--- src/rtl/hazard_forward_ctrl.sv ---
`default_nettype none
// ============================================================================
// Module      : hazard_forward_ctrl
// Description : Per-operand forwarding selects, load-use stall FSM with
//               configurable latency, memory-busy freeze and stall counter.
// Revision    : 1.0 - initial release
// ============================================================================
module hazard_forward_ctrl #(
    parameter int AW           = 5,
    parameter int NUM_SRC      = 2,
    parameter int LOAD_LATENCY = 1,
    parameter int CNT_W        = 16
) (
    input  logic                   clk,
    input  logic                   reset,
    input  logic [NUM_SRC*AW-1:0]  id_src,
    input  logic [NUM_SRC-1:0]     id_src_used,
    input  logic [NUM_SRC*AW-1:0]  ex_src,
    input  logic [AW-1:0]          ex_rd,
    input  logic                   ex_regwrite,
    input  logic                   ex_memread,
    input  logic [AW-1:0]          mem_rd,
    input  logic                   mem_regwrite,
    input  logic [AW-1:0]          wb_rd,
    input  logic                   wb_regwrite,
    input  logic                   mem_busy,
    input  logic                   cnt_clr,
    output logic [2*NUM_SRC-1:0]   fwd_sel,
    output logic                   pc_we,
    output logic                   ifid_we,
    output logic                   idex_bubble,
    output logic                   freeze,
    output logic                   stall_active,
    output logic [CNT_W-1:0]       stall_cycles
);

    localparam int REM_W = $clog2(LOAD_LATENCY + 1);

    typedef enum logic [1:0] {
        RUN        = 2'd0,
        LOAD_STALL = 2'd1,
        MEM_WAIT   = 2'd2
    } state_t;

    state_t           r_state, w_state_nxt;
    state_t           r_ret, w_ret_nxt;
    state_t           w_act;
    logic [REM_W-1:0] r_rem, w_rem_nxt;
    logic [CNT_W-1:0] r_cnt;
    logic             w_lu_match, w_lu;
    logic             w_pc_we, w_ifid_we, w_bubble, w_freeze;

    // Forwarding: EX/MEM wins over MEM/WB; register 0 never forwards
    for (genvar i = 0; i < NUM_SRC; i++) begin : g_fwd
        logic [AW-1:0] w_src;
        logic [1:0]    w_sel;
        assign w_src = ex_src[i*AW +: AW];
        always_comb begin
            w_sel = 2'b00;
            if (mem_regwrite && (mem_rd != '0) && (w_src == mem_rd))
                w_sel = 2'b10;
            else if (wb_regwrite && (wb_rd != '0) && (w_src == wb_rd))
                w_sel = 2'b01;
        end
        assign fwd_sel[2*i +: 2] = reset ? 2'b00 : w_sel;
    end

    always_comb begin
        w_lu_match = 1'b0;
        for (int i = 0; i < NUM_SRC; i++) begin
            if (id_src_used[i] && (id_src[i*AW +: AW] == ex_rd))
                w_lu_match = 1'b1;
        end
        w_lu = ex_memread && ex_regwrite && (ex_rd != '0) && w_lu_match;
    end

    // MEM_WAIT behaves as its saved return state on the first non-busy cycle
    always_comb begin
        w_state_nxt = r_state;
        w_ret_nxt   = r_ret;
        w_rem_nxt   = r_rem;
        w_pc_we     = 1'b1;
        w_ifid_we   = 1'b1;
        w_bubble    = 1'b0;
        w_freeze    = 1'b0;
        w_act       = (r_state == MEM_WAIT) ? r_ret : r_state;
        if (mem_busy) begin
            w_freeze    = 1'b1;
            w_pc_we     = 1'b0;
            w_ifid_we   = 1'b0;
            w_state_nxt = MEM_WAIT;
            if (r_state != MEM_WAIT)
                w_ret_nxt = r_state;
        end else begin
            case (w_act)
                RUN: begin
                    w_state_nxt = RUN;
                    if (w_lu) begin
                        w_pc_we   = 1'b0;
                        w_ifid_we = 1'b0;
                        w_bubble  = 1'b1;
                        if (LOAD_LATENCY > 1) begin
                            w_state_nxt = LOAD_STALL;
                            w_rem_nxt   = REM_W'(LOAD_LATENCY - 1);
                        end
                    end
                end
                LOAD_STALL: begin
                    w_pc_we     = 1'b0;
                    w_ifid_we   = 1'b0;
                    w_bubble    = 1'b1;
                    w_rem_nxt   = r_rem - REM_W'(1);
                    w_state_nxt = (r_rem == REM_W'(1)) ? RUN : LOAD_STALL;
                end
                default: w_state_nxt = RUN;
            endcase
        end
    end

    always_ff @(posedge clk or posedge reset) begin
        if (reset) begin
            r_state <= RUN;
            r_ret   <= RUN;
            r_rem   <= '0;
        end else begin
            r_state <= w_state_nxt;
            r_ret   <= w_ret_nxt;
            r_rem   <= w_rem_nxt;
        end
    end

    always_ff @(posedge clk or posedge reset) begin
        if (reset)
            r_cnt <= '0;
        else if (cnt_clr)
            r_cnt <= '0;
        else if (!pc_we && (r_cnt != '1))
            r_cnt <= r_cnt + CNT_W'(1);
    end

    assign pc_we        = ~reset & w_pc_we;
    assign ifid_we      = ~reset & w_ifid_we;
    assign idex_bubble  = reset | w_bubble;
    assign freeze       = ~reset & w_freeze;
    assign stall_active = (r_state != RUN);
    assign stall_cycles = r_cnt;

endmodule
`default_nettype wire

--- config.mk ---
export PLATFORM = sky130hd
export DESIGN_NAME = hazard_forward_ctrl
export DESIGN_NICKNAME = d
export VERILOG_FILES = /design/src/rtl/hazard_forward_ctrl.sv
export SDC_FILE = /design/constraint.sdc
export NUM_CORES = 1
export LEC_CHECK = 0
export CAP_MARGIN = 20
export CORE_UTILIZATION = 30
export CTS_BUF_LIST = sky130_fd_sc_hd__clkbuf_16
export DETAILED_ROUTE_END_ITERATION = 16
export GPL_TIMING_DRIVEN = 1
export PLACE_DENSITY = 0.62
export SYNTH_ARGS = -nofsm -noshare
export SYNTH_HDL_FRONTEND = slang
export SYNTH_SLANG_ARGS = --single-unit
--- constraint.sdc ---
create_clock -name clk -period 3.6 [get_ports clk]
set_input_delay 0.72 -clock clk [delete_from_list [all_inputs] [get_ports clk]]
set_output_delay 0.72 -clock clk [all_outputs]
set_load 0.05 [all_outputs]
== Yosys cells after proc, flatten, opt, wreduce, memory -nomap -nowiden ==
Cells that the tools add are included.

* Logic and storage cells: 63
* Register bits after elaboration: 21

* Equality and inequality tests: 10
* Bitwise operators: 5
* Mux-type cells: 21
* Add/sub/neg operators: 2
* Reductions and logical operators: 21

{| class="wikitable"
|+ Operators by type and width
! operator !! number
|-
| $mux W16 || 2
|-
| $eq A5 B5 Y1 || 6
|-
| $add A16 B1 Y16 const B || 1
|-
| $ne A16 B16 Y1 const B || 1
|-
| $reduce_bool A5 Y1 || 3
|-
| $logic_and A1 B1 Y1 || 12
|-
| $mux W2 || 6
|-
| $mux W1 || 11
|-
| $pmux W1 S2 || 2
|-
| $reduce_and A2 Y1 || 2
|-
| $reduce_bool A2 Y1 || 2
|-
| $and A1 B1 Y1 || 2
|-
| $eq A2 B1 Y1 const B || 1
|-
| $eq A2 B2 Y1 const B || 1
|-
| $logic_not A2 Y1 || 1
|-
| $ne A2 B2 Y1 const B || 1
|-
| $not A1 Y1 || 2
|-
| $logic_not A1 Y1 || 1
|-
| $or A1 B1 Y1 || 1
|-
| $sub A1 B1 Y1 const B || 1
|}

== Longest topological paths before layout ==
Gate-level depths: netlist of the first run.

* Depth after elaboration: 13
* Depth in mapped cells: 9
* Mapped depth without buffers: 7

== Worst setup path before layout of the first run ==
No wires, ideal clock.

* Path type: in2out
* From: input port reset
* To: output port fwd_sel[2]
* Stages: 4
* Required time: 2.880 ns
* Arrival time: 3.385 ns
* Setup slack: -0.505 ns
* Cell sequence: inv_1 > o211ai_1 > or4_1 > nor4_1

* Cells in the longest elaborated chain, start to end: 1

{| class="wikitable"
|+ Ends and longest elaborated chain
! what !! line !! RTL
|-
| start: declaration || 15 || <nowiki>input logic reset,</nowiki>
|-
| $mux W2 || 65 || <nowiki>assign fwd_sel[2*i +: 2] = reset ? 2'b00 : w_sel;</nowiki>
|-
| end: declaration || 28 || <nowiki>output logic [2*NUM_SRC-1:0] fwd_sel,</nowiki>
|}

Every way passes these cells.

== Worst setup path in the final report of the first run ==
* From: input port mem_rd[1]
* To: output port fwd_sel[2]

* Cells in the longest elaborated chain, start to end: 5
* Elaborated cells on any way between the ends: 6
* Classes of those cells: eq/ne: 1; mux: 2; reduce/logical: 3

{| class="wikitable"
|+ Ends and longest elaborated chain
! what !! line !! RTL
|-
| start: declaration || 22 || <nowiki>input logic [AW-1:0] mem_rd,</nowiki>
|-
| $reduce_bool A5 Y1 || 60 || <nowiki>if (mem_regwrite && (mem_rd != '0) && (w_src == mem_rd))</nowiki>
|-
| $logic_and A1 B1 Y1 || 60 ||
|-
| $logic_and A1 B1 Y1 (*) || 60 ||
|-
| $mux W2 (*) || 60 ||
|-
| $mux W2 (*) || 65 ||
|}

Mark *: on every way between the ends. The rest lies on a longest branch, timed or not.

==> results of run 1 <==
cell families (layout without fill, tap and decap cells):
kind of cell	count (synthesis)	count (layout)	synth area share (%)
AND/OR/NAND/NOR	71	71	26.4
AO/OA/AOI/OAI	41	41	16.3
XOR/XNOR	30	30	17.1
buffers and inverters	11	80	3.51
multiplexers	2	2	1.47
flip-flops	21	21	34.3
adder cells (fa/ha/maj)	1	1	0.816
layer usage:
metal	vias to the layer above	track usage, %	share of wire (%)
li1	802	-	-
met1	708	20.9	49
met2	27	27.5	48
met3	4	2.88	2.7
met4	0	3.85	0.98
met5	-	0	0
sequential cells by signal, summed over array words and instances, names as in the netlist:
signal / count
stall_cycles: 16
r_state: 2
r_rem: 1
r_ret: 2
layout by cell type (no fill, tap or decap), drive strengths merged, types with 7 or more instances in the layout:
cell type      count
or4               12
nand3              8
nand2             13
o31ai              7
buf               10
nor3               7
xor2              16
dfrtp             21
o21ai             10
clkdlybuf4s50     62
xnor2             14
a21oi             17
through the flow:
stage,std cells,util (%)
after floorplan,177,-
after global placement,309,48.6
after detailed placement,309,48.6
after CTS,313,50.3
after global routing,313,50.3
final,313,50.3
final timing paths:
path,end,slack [ns],cells past startpoint
max,fwd_sel[2],0.19,6
min,r_state[0]$_DFF_PP0_,0.43,1
max reg2reg,stall_cycles[5]$_DFFE_PP0P_,1.36,6
min reg2reg,r_state[0]$_DFF_PP0_,0.43,1
max in group asynchronous,stall_cycles[0]$_DFFE_PP0P_,2.43,3
min in group asynchronous,stall_cycles[8]$_DFFE_PP0P_,0.95,3
critical path, cell delays in order:
cell and delay [ns]:
clkdlybuf4s50_1 0.47, or4_1 0.54, o21ai_0 0.28, nor3_1 0.12, nor4_2 0.38, buf_12 0.18
where the power goes:
group	internal (W)	switching [W]
clock network	0.000149	0.0000865
logic	0.0000883	0.0000830
registers	0.000243	0.00000558
total	0.000481	0.000175
layout make-up:
type | count | share of cell area, %
tap | 67 | 3.46
clock inverter | 1 | 0.207
inverter | 4 | 0.620
timing repair buffer | 72 | 31.3
multi-input combinational | 145 | 39.6
clock buffer | 3 | 3.10
sequential | 21 | 21.7
==> impl_results.md, run 1 <==
- Core ar.: just under 5000 um^2
- Area contributors post-synth: dfrtp_1 34%, xor2_1 9.1%, xnor2_1 8.0%
- Number of global-route vias before repair: ~1500
- CTS H-tree depth: 1
- Largest net degree at the start of global routing: 23
- Fin crit share: 94.8%
- Die area: 5400 um^2
- Max frequency: 0.293 GHz
- Minimum clock period: 3.41 ns
- Syn avg cell area: 8.66 um^2
- Initial antenna violation count: 0
- Leak: 0.892 nW
- Cell variety after synth: 38
- # IOs: 70
- Post-DRT Antenna Nets: 0
- Worst-path maximum fanout: 3
- Die Y: 73.5 um
- Yosys top cell by area: dfrtp_1
- Horiz. Die Dim: 73.5 um
- WP data required: 2.88 ns
- Initial drt markers: 71
- WL/cell: roughly 13 um
- Final HPWL DP: 3210 um
- Outcome: finished clean
- Syn Nets: 223
- Crit path DAT: 2.69 ns
- Max-cap viol count: 0
- EDFF count, synth: 0
- Worst Skew: 0.00221 ns
- Postcts setup bufs: 0
- CTS Sinks: 21
- Site row count: 25
- First-pass GRT wire length: 6820 um
- Critical path endpoint category: output pin
- CTS Buf Count: 3
- CTS tree: done
- Syn Inst Count: 177
- Initial Utilization: 31.8%
- Commonest cells post-synth: 21 x dfrtp_1, 17 x a21oi_1, 16 x xor2_1, 14 x xnor2_1, 13 x nand2_1
- Grt total ovfl: 0
- Post-Syn Area: 1530 um^2
- Register bit count reported by yosys: 21
- Worst r2r src: stall_cycles[7]$_DFFE_PP0P_
- Slew at the pin closest to its max-slew limit: ~0.75 ns
- Crit path launch: mem_rd[1]
- Nets: about 300
- Commonest register cell after synthesis: dfrtp_1
- CP Launch Type: input pin
- Power per cell area: 271 nW/um^2
- Post-route cell area: 2420 um^2
- Most common cell in the netlist: dfrtp_1
- Setup ws final: 0.187 ns
- Fill cells: 469
- Clock buffer depth: 2
- Synth async-reset ratio: 100%
- Root buffer cell: clkbuf_16
- Setup Crit Path Kind: input pin to output pin
- Peak supply drop: about 0.14 mV
- Min-Delay Path Class: flop to flop
- Routed vias: approximately 1500
- Final Max Tran Viols: 0
- Setup violators final: 0
- Clock transition at the registers of the reported paths: roughly 0.06 ns
- Layout area overhead: 58.0%
- Drt pass-1 iters: 4
- Post-synth top area share: 34.3%
- Fin. Hold Viols: 0
- Seq. cell area: 526 um^2
- RSZ-0062 raised after global routing: false
- Buffers on Ports: just under 70
- Tot GR Track Use: between 15 and 20%
- Warnings from Yosys: 0
- Final wirelength: between 3000 and 4000 um
- Worst-skew pair later-pin latency: 0.25 ns
- Vias per Instance: 4.92
- Cts hold-fix bufs: 0
- Pwr Total: 0.000656 W
- Post-placement setup slack: 0.174 ns
- Final TNS setup: 0 ns
- GP Congestion: 0.789
- Hold Path Origin: r_rem$_DFFE_PP0P_
- Hold slack: 0.426 ns
- Post-CTS sizing: 0
- DP Area: 2340 um^2
- Sequential share of the synthesized area: 34.3%
- Area occupied by multi-input gates: 960 um^2
- DRC: 0
- Slew HR: 49.7%
- Ant diodes: 0
- Share of cells above drive strength 1: under 10%
No activity file was read; power rests on OpenSTA's default activity.
==> run 2, diff against run 1 <==
CORE_UTILIZATION = 35   (was 30)
PLACE_DENSITY = 0.7   (was 0.62)
SLEW_MARGIN = 20   (was default)
==> impl_results.md, run 2 (synthesized netlist as in run 1, its figures left out) <==
- Outcome: complete, but fails checks
- Violated checks: design-rule violations
- Max-cap viol count: 0
- Crit path DAT: 2.66 ns
- CP Launch Type: input pin
- Largest net degree at the start of global routing: 23
- Clock buffer depth: 2
- Ant diodes: 0
- Worst Skew: around 0.0058 ns
- Number of global-route vias before repair: 1371
- WP data required: roughly 2.9 ns
- Minimum clock period: 3.38 ns
- Horiz. Die Dim: a little under 70 um
- Core ar.: roughly 4100 um^2
- Largest stage delay on the critical path: 0.53 ns
- Share of cells above drive strength 1: slightly below 9%
- Most frequent cells in the layout: 62 x clkdlybuf4s50_1, 21 x dfrtp_1, 17 x a21oi_1
- Leak: 0.897 nW
- Initial antenna violation count: 0
- Worst-path maximum fanout: 4
- Min-Delay Path Class: flop to flop
- CTS Buf Count: 3
- Commonest non-fill, non-tap cell in the layout: clkdlybuf4s50_1
- DRC: 1
- Vias per Instance: 5.30
- Placed cells: 293
- Worst-skew pair later-pin latency: 0.25 ns
- Setup Crit Path Kind: input pin to output pin
- GP Congestion: 0.886
- Post-DRT Antenna Nets: 0
- Root buffer cell: clkbuf_16
- Layout area overhead: 57.1%
- Peak supply drop: 0.197 mV
- Final HPWL DP: 3190 um
- Drt pass-1 iters: 10
- Setup violators final: 0
- Site row count: 23
- Routed vias: 1574
- Post-placement setup slack: 0.0863 ns
- Initial drt markers: just under 90
- CP top delay family: simple AND/OR/NAND/NOR gates
- Post-route cell area: 2410 um^2
- First-pass GRT wire length: 6450 um
- CTS Sinks: 21
- Nets: about 300
- Cts hold-fix bufs: 0
- WP buf/inv: 2
- Clock transition at the registers of the reported paths: 0.06 ns
- DP Area: 2330 um^2
- Initial Utilization: 37.2%
- Fin crit share: about 94%
- # IOs: 70
- Final TNS setup: 0 ns
- Buffers on Ports: 69
- Tot GR Track Use: a little under a fifth
- CTS H-tree depth: 1
- Max frequency: ~0.30 GHz
- Die Y: 68.2 um
- Power per cell area: 270 nW/um^2
- Final wirelength: 3990 um
- WL/cell: 13.4 um
- Max reg flops: 16
- Final Max Tran Viols: 0
- Layout Cells excl Fill: 297
- CTS tree: done
- Pwr Total: about 0.00065 W
- Die area: 4650 um^2
- CP cell instances: clkdlybuf4s50_1, or4_1, o21ai_1, nor3_1, nor4_2, buf_12
- Fin. Hold Viols: 0
- Setup ws final: between 0.2 and 0.25 ns
- Slew HR: 48.4%
- Slew at the pin closest to its max-slew limit: between 0.7 and 0.8 ns
- Critical path endpoint category: output pin
- RSZ-0062 raised after global routing: false
- Slowest CP cell: or4_1
- Grt total ovfl: 0
## run 2: final timing paths
| path | startpoint | endpoint | slack (ns) | cells after the start |
|---|---|---|---|---|
| setup reg to reg | stall_cycles[7]$_DFFE_PP0P_ | stall_cycles[5]$_DFFE_PP0P_ | 1.36 | 6 |
| hold reg to reg | r_rem$_DFFE_PP0P_ | r_state[0]$_DFF_PP0_ | 0.44 | 1 |
| setup / recovery | mem_rd[1] | fwd_sel[2] | 0.22 | 6 |
| hold / removal | r_rem$_DFFE_PP0P_ | r_state[0]$_DFF_PP0_ | 0.44 | 1 |
| max in group asynchronous | reset | stall_cycles[14]$_DFFE_PP0P_ | 2.38 | 3 |
| min in group asynchronous | reset | r_rem$_DFFE_PP0P_ | 1.00 | 3 |
## run 2: repair_timing
item	CTS	global route
buffers inserted	0	0
endpoints found under the setup margin	0	1
gates resized for setup	0	1
## run 2: cell type report
type | count | area (um^2)
clock buffers | 3 | 75.1
clock inverters | 1 | 5.00
fillers | 376 | 1710
inverters | 4 | 15.0
multi-input cells | 145 | 960
flip-flops and latches | 21 | 526
well taps | 50 | 62.6
repair buffers | 73 | 766
## run 2: power breakdown
part           internal, W  switching (W)
sequential        0.000243     0.00000559
clock             0.000149      0.0000795
combinational    0.0000892      0.0000848
total             0.000482       0.000170
## run 2: through the flow
step	hold slack, ns	util [%]
after floorplan	0.408	-
after global placement	0.414	56.6
after detailed placement	0.426	56.6
after CTS	0.433	58.5
after global routing	0.447	58.5
final	0.436	58.5
## run 2: routing by layer
layer	vias to the layer above	part of all wire (%)	track usage, %	wire (um)
met4	0	0.58	3.65	23
met5	-	0	0	0
met2	44	48	28.6	1900
met3	4	5.3	4.17	212
li1	804	-	-	-
met1	722	46	25.6	1850
## run 2: worst register-to-register path: stages, from the launching register on
cell,delay (ns)
dfrtp_1,0.41
and3_1,0.22
and3_1,0.26
nand4_1,0.16
nor3_1,0.66
nor4_1,0.11
mux2_2,0.30
